[src/rtl/warp_lsu_pkg.sv]
// Shared types for the warp-wide load-store unit: scheduler/warp states, LSU
// states and the latched transfer mode.
package warp_lsu_pkg;

  typedef enum logic [2:0] {
    WARP_IDLE    = 3'd0,
    WARP_FETCH   = 3'd1,
    WARP_DECODE  = 3'd2,
    WARP_REQUEST = 3'd3,
    WARP_WAIT    = 3'd4,
    WARP_EXECUTE = 3'd5,
    WARP_UPDATE  = 3'd6,
    WARP_DONE    = 3'd7
  } warp_state_t;

  typedef logic [1:0] lsu_state_t;

  localparam lsu_state_t LSU_IDLE       = 2'd0;
  localparam lsu_state_t LSU_REQUESTING = 2'd1;
  localparam lsu_state_t LSU_WAITING    = 2'd2;
  localparam lsu_state_t LSU_DONE       = 2'd3;

  typedef enum logic {
    LSU_MODE_READ  = 1'b0,
    LSU_MODE_WRITE = 1'b1
  } lsu_mode_t;

endpackage

[src/rtl/warp_lsu_if.sv]
// Per-channel data-memory bus between the warp LSU (master) and the memory
// controller (slave).
interface warp_lsu_if #(
  parameter int unsigned NUM_CHANNELS = 4,
  parameter int unsigned DATA_WIDTH   = 32,
  parameter int unsigned ADDR_WIDTH   = 16
);
  logic [NUM_CHANNELS-1:0]            mem_read_valid;
  logic [NUM_CHANNELS*ADDR_WIDTH-1:0] mem_read_address;
  logic [NUM_CHANNELS-1:0]            mem_read_ready;
  logic [NUM_CHANNELS*DATA_WIDTH-1:0] mem_read_data;
  logic [NUM_CHANNELS-1:0]            mem_write_valid;
  logic [NUM_CHANNELS*ADDR_WIDTH-1:0] mem_write_address;
  logic [NUM_CHANNELS*DATA_WIDTH-1:0] mem_write_data;
  logic [NUM_CHANNELS-1:0]            mem_write_ready;

  modport master (
    output mem_read_valid, mem_read_address,
    input  mem_read_ready, mem_read_data,
    output mem_write_valid, mem_write_address, mem_write_data,
    input  mem_write_ready
  );

  modport slave (
    input  mem_read_valid, mem_read_address,
    output mem_read_ready, mem_read_data,
    input  mem_write_valid, mem_write_address, mem_write_data,
    output mem_write_ready
  );
endinterface

[src/rtl/warp_lsu_channel.sv]
// One memory channel of the warp LSU: tracks the pending lanes of its stripe
// and presents them lowest-first, one transfer at a time.
module lsu_channel
  import warp_lsu_pkg::*;
#(
  parameter int unsigned LANES      = 4,
  parameter int unsigned DATA_WIDTH = 32,
  parameter int unsigned ADDR_WIDTH = 16,
  localparam int unsigned LW        = (LANES > 1) ? $clog2(LANES) : 1
) (
  input  logic                                clk,
  input  logic                                reset,
  input  logic                                enable,
  input  logic                                accept_i,
  input  logic                                launch_i,
  input  logic [LANES-1:0]                    mask_i,
  input  logic [LANES-1:0][ADDR_WIDTH-1:0]    addr_i,
  input  logic [LANES-1:0][DATA_WIDTH-1:0]    data_i,
  input  logic                                ready_i,
  output logic                                valid_o,
  output logic [ADDR_WIDTH-1:0]               addr_o,
  output logic [DATA_WIDTH-1:0]               data_o,
  output logic [LW-1:0]                       lane_o,
  output logic                                retire_o,
  output logic                                busy_o
);

  logic [LANES-1:0]      pending_q, pending_d, pend_left;
  logic                  valid_q, valid_d;
  logic [LW-1:0]         lane_q, lane_d;
  logic [ADDR_WIDTH-1:0] addr_q, addr_d;
  logic [DATA_WIDTH-1:0] data_q, data_d;

  function automatic logic [LW-1:0] lowest(input logic [LANES-1:0] v);
    logic [LW-1:0] idx;
    idx = '0;
    for (int unsigned i = LANES; i > 0; i--) begin
      if (v[i-1]) idx = LW'(i - 1);
    end
    return idx;
  endfunction

  assign retire_o = enable && valid_q && ready_i;

  // Launch and retire share one path: both present the lowest lane still
  // pending after the current beat (if any), keeping valid high back-to-back.
  always_comb begin
    pend_left = pending_q;
    if (retire_o) pend_left[lane_q] = 1'b0;
    pending_d = pending_q;
    valid_d   = valid_q;
    lane_d    = lane_q;
    addr_d    = addr_q;
    data_d    = data_q;
    if (enable) begin
      if (accept_i) begin
        pending_d = mask_i;
        valid_d   = 1'b0;
      end else if (launch_i || retire_o) begin
        pending_d = pend_left;
        valid_d   = |pend_left;
        if (|pend_left) begin
          lane_d = lowest(pend_left);
          addr_d = addr_i[lane_d];
          data_d = data_i[lane_d];
        end
      end
    end
  end

  // Look-ahead busy lets the FSM reach DONE in the same cycle as the last beat.
  assign busy_o = |pending_d;

  always_ff @(posedge clk) begin
    if (reset) begin
      pending_q <= '0;
      valid_q   <= 1'b0;
      lane_q    <= '0;
      addr_q    <= '0;
      data_q    <= '0;
    end else begin
      pending_q <= pending_d;
      valid_q   <= valid_d;
      lane_q    <= lane_d;
      addr_q    <= addr_d;
      data_q    <= data_d;
    end
  end

  assign valid_o = valid_q;
  assign addr_o  = addr_q;
  assign data_o  = data_q;
  assign lane_o  = lane_q;

endmodule

[src/rtl/warp_lsu.sv]
// Warp-wide load-store unit: one FSM for the whole warp, lanes striped over
// NUM_CHANNELS independent memory channels.
module warp_lsu
  import warp_lsu_pkg::*;
#(
  parameter int unsigned THREADS_PER_WARP = 16,
  parameter int unsigned NUM_CHANNELS     = 4,
  parameter int unsigned DATA_WIDTH       = 32,
  parameter int unsigned ADDR_WIDTH       = 16
) (
  input  logic                                   clk,
  input  logic                                   reset,
  input  logic                                   enable,
  input  warp_state_t                            warp_state,
  input  logic [THREADS_PER_WARP-1:0]            thread_mask,
  input  logic                                   decoded_mem_read_enable,
  input  logic                                   decoded_mem_write_enable,
  input  logic [THREADS_PER_WARP*DATA_WIDTH-1:0] rs1,
  input  logic [THREADS_PER_WARP*DATA_WIDTH-1:0] rs2,
  input  logic [DATA_WIDTH-1:0]                  imm,
  warp_lsu_if.master                             mem,
  output lsu_state_t                             lsu_state,
  output logic [THREADS_PER_WARP*DATA_WIDTH-1:0] lsu_out
);

  localparam int unsigned LANES = THREADS_PER_WARP / NUM_CHANNELS;
  localparam int unsigned LW    = (LANES > 1) ? $clog2(LANES) : 1;

  lsu_state_t state_q, state_d;
  lsu_mode_t  mode_q, mode_d;
  logic       accept, launch, any_busy;

  logic [NUM_CHANNELS-1:0]                 ch_valid, ch_ready, ch_retire, ch_busy;
  logic [NUM_CHANNELS-1:0][ADDR_WIDTH-1:0] ch_addr;
  logic [NUM_CHANNELS-1:0][DATA_WIDTH-1:0] ch_data;
  logic [NUM_CHANNELS-1:0][LW-1:0]         ch_lane;

  logic [THREADS_PER_WARP-1:0][DATA_WIDTH-1:0] lsu_out_q;

  assign accept = enable && (state_q == LSU_IDLE) && (warp_state == WARP_REQUEST)
               && (decoded_mem_read_enable || decoded_mem_write_enable);
  assign launch   = (state_q == LSU_REQUESTING);
  assign any_busy = |ch_busy;

  always_comb begin
    state_d = state_q;
    mode_d  = mode_q;
    if (enable) begin
      case (state_q)
        LSU_IDLE: begin
          if (accept) begin
            state_d = LSU_REQUESTING;
            // A read request takes precedence when both enables are set.
            mode_d  = decoded_mem_read_enable ? LSU_MODE_READ : LSU_MODE_WRITE;
          end
        end
        LSU_REQUESTING: state_d = any_busy ? LSU_WAITING : LSU_DONE;
        LSU_WAITING:    if (!any_busy) state_d = LSU_DONE;
        LSU_DONE:       if (warp_state == WARP_UPDATE) state_d = LSU_IDLE;
        default:        state_d = LSU_IDLE;
      endcase
    end
  end

  always_ff @(posedge clk) begin
    if (reset) begin
      state_q <= LSU_IDLE;
      mode_q  <= LSU_MODE_READ;
    end else begin
      state_q <= state_d;
      mode_q  <= mode_d;
    end
  end

  for (genvar c = 0; c < NUM_CHANNELS; c++) begin : g_ch
    logic [LANES-1:0]                 s_mask;
    logic [LANES-1:0][ADDR_WIDTH-1:0] s_addr;
    logic [LANES-1:0][DATA_WIDTH-1:0] s_data;

    // Stripe c holds lanes c, c+C, c+2C, ...; addresses wrap at 2^AW.
    always_comb begin
      s_mask = '0;
      s_addr = '0;
      s_data = '0;
      for (int unsigned j = 0; j < LANES; j++) begin
        s_mask[j] = thread_mask[c + NUM_CHANNELS*j];
        s_addr[j] = rs1[(c + NUM_CHANNELS*j)*DATA_WIDTH +: ADDR_WIDTH] + imm[ADDR_WIDTH-1:0];
        s_data[j] = rs2[(c + NUM_CHANNELS*j)*DATA_WIDTH +: DATA_WIDTH];
      end
    end

    assign ch_ready[c] = (mode_q == LSU_MODE_WRITE) ? mem.mem_write_ready[c]
                                                    : mem.mem_read_ready[c];

    lsu_channel #(
      .LANES      (LANES),
      .DATA_WIDTH (DATA_WIDTH),
      .ADDR_WIDTH (ADDR_WIDTH)
    ) u_chan (
      .clk      (clk),
      .reset    (reset),
      .enable   (enable),
      .accept_i (accept),
      .launch_i (launch),
      .mask_i   (s_mask),
      .addr_i   (s_addr),
      .data_i   (s_data),
      .ready_i  (ch_ready[c]),
      .valid_o  (ch_valid[c]),
      .addr_o   (ch_addr[c]),
      .data_o   (ch_data[c]),
      .lane_o   (ch_lane[c]),
      .retire_o (ch_retire[c]),
      .busy_o   (ch_busy[c])
    );
  end

  assign mem.mem_read_valid    = ch_valid & {NUM_CHANNELS{mode_q == LSU_MODE_READ}};
  assign mem.mem_write_valid   = ch_valid & {NUM_CHANNELS{mode_q == LSU_MODE_WRITE}};
  assign mem.mem_read_address  = ch_addr;
  assign mem.mem_write_address = ch_addr;
  assign mem.mem_write_data    = ch_data;

  always_ff @(posedge clk) begin
    if (reset) begin
      lsu_out_q <= '0;
    end else if (mode_q == LSU_MODE_READ) begin
      for (int unsigned t = 0; t < THREADS_PER_WARP; t++) begin
        if (ch_retire[t % NUM_CHANNELS] && (ch_lane[t % NUM_CHANNELS] == LW'(t / NUM_CHANNELS)))
          lsu_out_q[t] <= mem.mem_read_data[(t % NUM_CHANNELS)*DATA_WIDTH +: DATA_WIDTH];
      end
    end
  end

  assign lsu_state = state_q;
  assign lsu_out   = lsu_out_q;

  // Operand bits above the address width never reach the memory side.
  logic unused_hi;
  always_comb begin
    unused_hi = ^imm[DATA_WIDTH-1:ADDR_WIDTH];
    for (int unsigned t = 0; t < THREADS_PER_WARP; t++)
      unused_hi = unused_hi ^ (^rs1[t*DATA_WIDTH + ADDR_WIDTH +: DATA_WIDTH - ADDR_WIDTH]);
  end

endmodule

[src/flat_wrapper.sv]
// flat-port wrapper written by rule: the top's interface ports become plain ports
module warp_lsu_flat import warp_lsu_pkg::*;
#(
  parameter int unsigned THREADS_PER_WARP = 16,
  parameter int unsigned NUM_CHANNELS     = 4,
  parameter int unsigned DATA_WIDTH       = 32,
  parameter int unsigned ADDR_WIDTH       = 16
)
  (clk, reset, enable, warp_state, thread_mask, decoded_mem_read_enable, decoded_mem_write_enable, rs1, rs2, imm, lsu_state, lsu_out, mem_mem_read_valid, mem_mem_read_address, mem_mem_read_ready, mem_mem_read_data, mem_mem_write_valid, mem_mem_write_address, mem_mem_write_data, mem_mem_write_ready);
  warp_lsu_if #(.NUM_CHANNELS(NUM_CHANNELS), .DATA_WIDTH(DATA_WIDTH), .ADDR_WIDTH(ADDR_WIDTH)) mem_i ();
  input  logic clk;
  input  logic reset;
  input  logic enable;
  input  warp_state_t warp_state;
  input  logic [THREADS_PER_WARP-1:0] thread_mask;
  input  logic decoded_mem_read_enable;
  input  logic decoded_mem_write_enable;
  input  logic [THREADS_PER_WARP*DATA_WIDTH-1:0] rs1;
  input  logic [THREADS_PER_WARP*DATA_WIDTH-1:0] rs2;
  input  logic [DATA_WIDTH-1:0] imm;
  output lsu_state_t lsu_state;
  output logic [THREADS_PER_WARP*DATA_WIDTH-1:0] lsu_out;
  output wire logic [$bits(mem_i.mem_read_valid)-1:0] mem_mem_read_valid;
  output wire logic [$bits(mem_i.mem_read_address)-1:0] mem_mem_read_address;
  input wire logic [$bits(mem_i.mem_read_ready)-1:0] mem_mem_read_ready;
  input wire logic [$bits(mem_i.mem_read_data)-1:0] mem_mem_read_data;
  output wire logic [$bits(mem_i.mem_write_valid)-1:0] mem_mem_write_valid;
  output wire logic [$bits(mem_i.mem_write_address)-1:0] mem_mem_write_address;
  output wire logic [$bits(mem_i.mem_write_data)-1:0] mem_mem_write_data;
  input wire logic [$bits(mem_i.mem_write_ready)-1:0] mem_mem_write_ready;
  assign mem_mem_read_valid = mem_i.mem_read_valid;
  assign mem_mem_read_address = mem_i.mem_read_address;
  assign mem_i.mem_read_ready = mem_mem_read_ready;
  assign mem_i.mem_read_data = mem_mem_read_data;
  assign mem_mem_write_valid = mem_i.mem_write_valid;
  assign mem_mem_write_address = mem_i.mem_write_address;
  assign mem_mem_write_data = mem_i.mem_write_data;
  assign mem_i.mem_write_ready = mem_mem_write_ready;
  warp_lsu #(.THREADS_PER_WARP(THREADS_PER_WARP), .NUM_CHANNELS(NUM_CHANNELS), .DATA_WIDTH(DATA_WIDTH), .ADDR_WIDTH(ADDR_WIDTH)) u_core (.clk(clk), .reset(reset), .enable(enable), .warp_state(warp_state), .thread_mask(thread_mask), .decoded_mem_read_enable(decoded_mem_read_enable), .decoded_mem_write_enable(decoded_mem_write_enable), .rs1(rs1), .rs2(rs2), .imm(imm), .mem(mem_i), .lsu_state(lsu_state), .lsu_out(lsu_out));
endmodule
[config.mk]
export PLATFORM = sky130hd
export DESIGN_NAME = warp_lsu_flat
export DESIGN_NICKNAME = d
export VERILOG_FILES = /design/src/rtl/warp_lsu_pkg.sv /design/src/rtl/warp_lsu_if.sv /design/src/rtl/warp_lsu_channel.sv /design/src/rtl/warp_lsu.sv /design/src/flat_wrapper.sv
export SDC_FILE = /design/constraint.sdc
export NUM_CORES = 2
export LEC_CHECK = 0
export ABC_CLOCK_PERIOD_IN_PS = 10900
export CAP_MARGIN = 20
export CORE_AREA = 3 3 766 768
export DETAILED_ROUTE_END_ITERATION = 10
export DIE_AREA = 0 0 769 771
export HOLD_SLACK_MARGIN = 0.08
export SLEW_MARGIN = 20
export SYNTH_ARGS = -nofsm -noshare
export SYNTH_HDL_FRONTEND = slang
export SYNTH_SLANG_ARGS = --single-unit
export TNS_END_PERCENT = 1
[constraint.sdc]
create_clock -name clk -period 10.9 [get_ports clk]
set_input_delay 2.725 -clock clk [delete_from_list [all_inputs] [get_ports clk]]
set_output_delay 2.725 -clock clk [all_outputs]
set_load 0.02 [all_outputs]
# Yosys cells after proc, flatten, opt, wreduce, memory -nomap -nowiden
# Cells that the tools add are included.
# totals
input_bits	1216
output_inout_bits	778
regBits	735
word_cells	264
# classes
n_addsub	16
mux	90
n_lt_le_gt_ge	12
n_bitwise	12
n_eq_ne	20
n_reduce_logical	76
# op_table
cell	n
$add A16 B16 Y16	16
$bmux W32 S2	4
$bmux W16 S2	4
$mux W32	4
$mux W2	35
$mux W16	4
$mux W4	16
$reduce_and A2 Y1	20
$logic_and A1 B1 Y1	31
$and A4 B4 Y4	6
$lt A2 B3 Y1 const B	8
$eq A2 B2 Y1 const B	10
$reduce_and A4 Y1	5
$mux W1	18
$not A4 Y4	4
$reduce_or A16 Y1	1
$reduce_or A4 Y1	4
$eq A2 B1 Y1 const B	5
$logic_not A2 Y1	5
$demux W1 S2	4
$ge A2 B1 Y1 const B	4
$pmux W2 S4	1
$reduce_bool A2 Y1	4
$logic_or A1 B1 Y1	5
6 further kinds	8

# Logic depth before layout (Yosys ltp)
# logic_depth
ltp_word	17
depth_mapped	14
ltp_nobuf	13

# Hierarchy
# A second synthesis with hierarchy kept.
# hier_totals
hier_cells	5739
area_unflattened_um2	43325.3
# modules_own_cells
mod	area_each_um2	cells_per_inst	n_inst
warp_lsu	29196.8	3783	1
lsu_channel at u_core.g_ch[0].u_chan ...	3534.6	489	3
lsu_channel at u_core.g_ch[3].u_chan	3524.6	489	1

# Worst setup path before layout
# OpenSTA, ideal clock, no wires.
# synth_timing
path_type	input-to-reg
startpoint	input port imm[1]
endpoint	register u_core.g_ch[0].u_chan.addr_q[14]
path_stages	12
setup_time_ns	0.133
arrival_time_ns	5.407
slack_ns	5.360
path_buffers	0
path_cell_list	inv_1 fa_1 nor2b_1 o21ai_1 a21boi_0 nor4_1 o311ai_1 o41a_1 a31oi_1 xnor2_1 a2111oi_0 nor3_1
# synth_between
elab_chain_cells	3
word_cells_on_any_way	6
cone_classes	4 x add/sub; 2 x mux
# synth_lines
item	line_no	text
start: declaration	flat_wrapper.sv:20	input logic [DATA_WIDTH-1:0] imm;
$add A16 B16 Y16	warp_lsu.sv:87	s_addr[j] = rs1[(c + NUM_CHANNELS*j)*DATA_WIDTH +: ADDR_WIDTH] + imm[ADDR_WIDTH-1:0];
$bmux W16 S2 (*)	warp_lsu_channel.sv:64	addr_d = addr_i[lane_d];
$mux W16 (not written as such) (*)	warp_lsu_channel.sv:64	
end signal: assignment	warp_lsu_channel.sv:85	addr_q <= addr_d;
end: declaration	warp_lsu_channel.sv:31	logic [ADDR_WIDTH-1:0] addr_q, addr_d;
# Every way passes the cells marked *; elsewhere a longest branch is shown, timed or not. The select of a mux whose other input is x is not followed.
# A chain may end at the register's enable or synchronous reset.

# Final worst setup path
# layout_timing
startpoint	input port enable
endpoint	register u_core.g_ch[3].u_chan.addr_q[15]
# layout_between
elab_chain_cells	13
word_cells_on_any_way	20
cone_classes	11 x mux; 1 x bitwise; 8 x reduce/logical
# layout_lines
item	line_no	text
start: declaration	flat_wrapper.sv:13	input logic enable;
$logic_and A1 B1 Y1 (2 in series)	warp_lsu_channel.sv:43	assign retire_o = enable && valid_q && ready_i;
$mux W4	warp_lsu_channel.sv:49	if (retire_o) pend_left[lane_q] = 1'b0;
$mux W2 (4 in series)	warp_lsu_channel.sv:38	if (v[i-1]) idx = LW'(i - 1);
$mux W2	warp_lsu_channel.sv:62	if (|pend_left) begin
$mux W2	warp_lsu_channel.sv:59	end else if (launch_i || retire_o) begin
$mux W2	warp_lsu_channel.sv:56	if (accept_i) begin
$mux W2	warp_lsu_channel.sv:55	if (enable) begin
$bmux W16 S2	warp_lsu_channel.sv:64	
$mux W16 (not written as such)	warp_lsu_channel.sv:64	
end signal: assignment	warp_lsu_channel.sv:85	
end: declaration	warp_lsu_channel.sv:31	
# Several ways; a longest one is shown, not always the timed one. The select of a mux whose other input is x is not followed.

==> flow_summary.yaml <==
status:
  status: "finished clean"
worst_setup_path:
  crit_path_end_kind: "flop"
  worstPathArrival_ps: 7120
  critPathMaxFanout: 62
  ff2ff_path_depth: 10
  critical_path_class: "in2reg"
  r2r_slack_ps: 6160
  critPathRequiredTime_ps: 11590
  crit_path_start_kind: "input pin"
final_layout:
  final_area_sq_mm: 0.0715
  num-nets-final: 8636
  multi_input_area_sq_mm: 0.0251
  fillers: 67272
  area.growth.synth_to_final_pct: 71.2
  register_area_sq_mm: 0.0147
  drive_above_1_share: 0.0513
synthesis:
  async_reset_ff_frac: 0
  synth_cells: 5668
  yosysTopAreaCell: "dfxtp_1"
  synth_area_leaders: "dfxtp_1 (35%), nand2_1 (14%), a21oi_1 (10%)"
  synth-main-ff-cell: "dfxtp_1"
  yosys_warnings: 0
  syn_area_per_cell_sq_um: 7.37
  synthDistinctLibCells: 73
  ys_seq_elements: 735
  synth.net_count: 7145
  syn_area_sq_mm: 0.0418
  synth_edf_count: 0
  ys_seq_area_frac: 0.352
  synth.most_common_cell: "nand2_1"
  synth_commonest_cells: "nand2_1 (1598), a21oi_1 (839), dfxtp_1 (735)"
  synth_top_area_frac: 0.352
clock_tree:
  cts_resized: 0
  cts-hold-fix-buffers: 0
  cts_max_level: 3
  cts.path.max_buffers: 4
  numCtsBuffers: 102
  cts-root-buf: "clkbuf_16"
  clk_latency_ps: 880
  cts_sinks: 735
  tritoncts: "yes"
  post-cts-setup-buffers: 0
  path_clk_slew_ps: 60
sta:
  finClkSkew_ps: 68.6
  finalSetupViolCount: 0
  hold_viol: 0
  finalMaxSlewViolations: 0
  rsz0062_at_grt: "false"
  tns_ps: 0
  final_period_minus_worst_setup_slack_ps: 6430
  fmax_ghz: 0.156
  worstMarginPinSlew_ps: 1290
  maxSlewHeadroom: 0.138
  setup_slack_ps: 4470
  finalCritPeriodShare: 0.590
die:
  die_w_um: 769
  die_h_um: 771
  num_rows: 280
  start_util: 0.0719
  pin_count: 1994
  dieArea_sq_mm: 0.593
  core-area_sq_mm: 0.581
worst_hold_path:
  hold_path.class: "reg2reg"
  worstHoldPathCells: 2
drt:
  drcViolationCount: 0
  firstDrtPassIters: 6
  avgViaCountPerCell: 3.25
  drtIter0Drc: 4020
  wl_um: 400000
  final_antenna_net_count: 0
  vias: 49371
  drt-wirelength-per-cell_um: 26.4
power_and_ir_drop:
  p_comb_frac: 0.193
  pwr_density_cell_mw_per_mm2: 108
  swShare: 0.306
  total_power_mw: 7.69
  leakagePower_nw: 22.9
  ir_worst_vdd_uv: 111
  p_int_mw: 5.34
  power_frac_seq: 0.350
  p_switching_mw: 2.35
  clkPwrFrac: 0.457
grt:
  grt_pass1_wl_um: 493000
  grt_overflow: 0
  track_usage: 0.128
  grt_max_degree: 159
  grt_pass1_vias: 46299
  antenna_found_initial: 256
placement:
  portBuffers: 1721
  place_hpwl_um: 338000
  pre_cts_ws_ps: 3350
  place_area_sq_mm: 0.0677
  place.gp.congestion: 0.920
run:
  cap_violations: 0
==> per-layer routing <==
| layer | share of wire | GRT usage | vias up |
|---|---|---|---|
| met3 | 0.10 | 0.0502 | 772 |
| met2 | 0.45 | 0.207 | 2644 |
| li1 | - | - | 22776 |
| met5 | 0.0022 | 0 | - |
| met1 | 0.38 | 0.145 | 23053 |
| met4 | 0.059 | 0.0670 | 126 |
==> metrics by stage <==
step	utilization	std cells	hold WS [ps]
global route	0.123	15108	467
finish	0.123	15172	451
global placement	0.117	14810	440
detailed placement	0.117	14810	446
CTS	0.122	14992	454
floorplan	-	5668	449
==> final timing paths <==
kind | from | to
hold / removal | u_core.lsu_out[405] | u_core.lsu_out[405]
hold reg to reg | u_core.lsu_out[405] | u_core.lsu_out[405]
setup / recovery | enable | u_core.g_ch[3].u_chan.addr_o[15]
setup reg to reg | u_core.mode_q | u_core.g_ch[2].u_chan.data_o[18]
==> cell type report <==
| class | count | share of cell area |
|---|---|---|
| multi-input cells | 4433 | 0.351 |
| diodes | 180 | 0.00630 |
| clock buffers | 134 | 0.0403 |
| well taps | 7755 | 0.136 |
| flip-flops and latches | 735 | 0.206 |
| repair buffers | 1814 | 0.250 |
| clock inverters | 48 | 0.00674 |
| inverters | 73 | 0.00383 |
==> state kept, by name, summed over array words and instances (netlist names) <==
signal                        flops
u_core.g_ch.u_chan.data_o       128
u_core.lsu_out                  512
u_core.g_ch.u_chan.pending_q     16
u_core.g_ch.u_chan.valid_o        4
u_core.mode_q                     1
u_core.g_ch.u_chan.lane_o         8
u_core.lsu_state                  2
u_core.g_ch.u_chan.addr_o        64
==> power groups by stage <==
| stage | sequential, mW | combinational [mW] | clock [mW] |
|---|---|---|---|
| finish | 2.70 | 1.48 | 3.52 |
| floorplan | 2.75 | 0.695 | 0 |
| global route | 2.70 | 1.60 | 3.75 |
| global placement | 2.76 | 1.48 | 0 |
| detailed placement | 2.76 | 1.48 | 0 |
| CTS | 2.70 | 1.49 | 3.68 |
==> placed cells by master (no fill, tap or decap), types with 34 or more instances in the layout <==
master and n:
o211ai_1 39, diode_2 180, nor3_1 61, nand3_1 154, a311oi_1 108, o21ai_0 146
clkbuf_16 102, xor2_1 85, clkdlybuf4s50_1 1687, xnor2_1 103, dfxtp_1 734, buf_4 103
a21oi_1 836, nor2b_1 39, ha_1 245, and2_1 112, inv_1 72, o21a_1 34
a21o_1 56, nor2_1 280, a211oi_1 156, nand2_1 1596
==> logic make-up (layout without fill, tap and decap cells) <==
family                   after synthesis  after routing  share of synthesized area
flip-flops                           735            735                      0.352
buffers and inverters                500           2069                     0.0524
multiplexers                          26             26                    0.00746
adder cells (fa/ha/maj)              261            261                     0.0811
other                                  0            180                          0
AND/OR/NAND/NOR                     2409           2409                      0.242
XOR/XNOR                             188            188                     0.0394
AO/OA/AOI/OAI                       1549           1549                      0.225
==> critical path, stage by stage <==
cell,delay (ps)
clkdlybuf4s50_1,820
nand2_1,190
nor3_2,630
nand2b_1,430
o21ai_0,330
o22a_4,720
buf_4,450
nor2_1,90
a32oi_1,310
xnor2_1,100
a22oi_1,170
a31oi_1,90
Power figures use the tool's default switching activity.
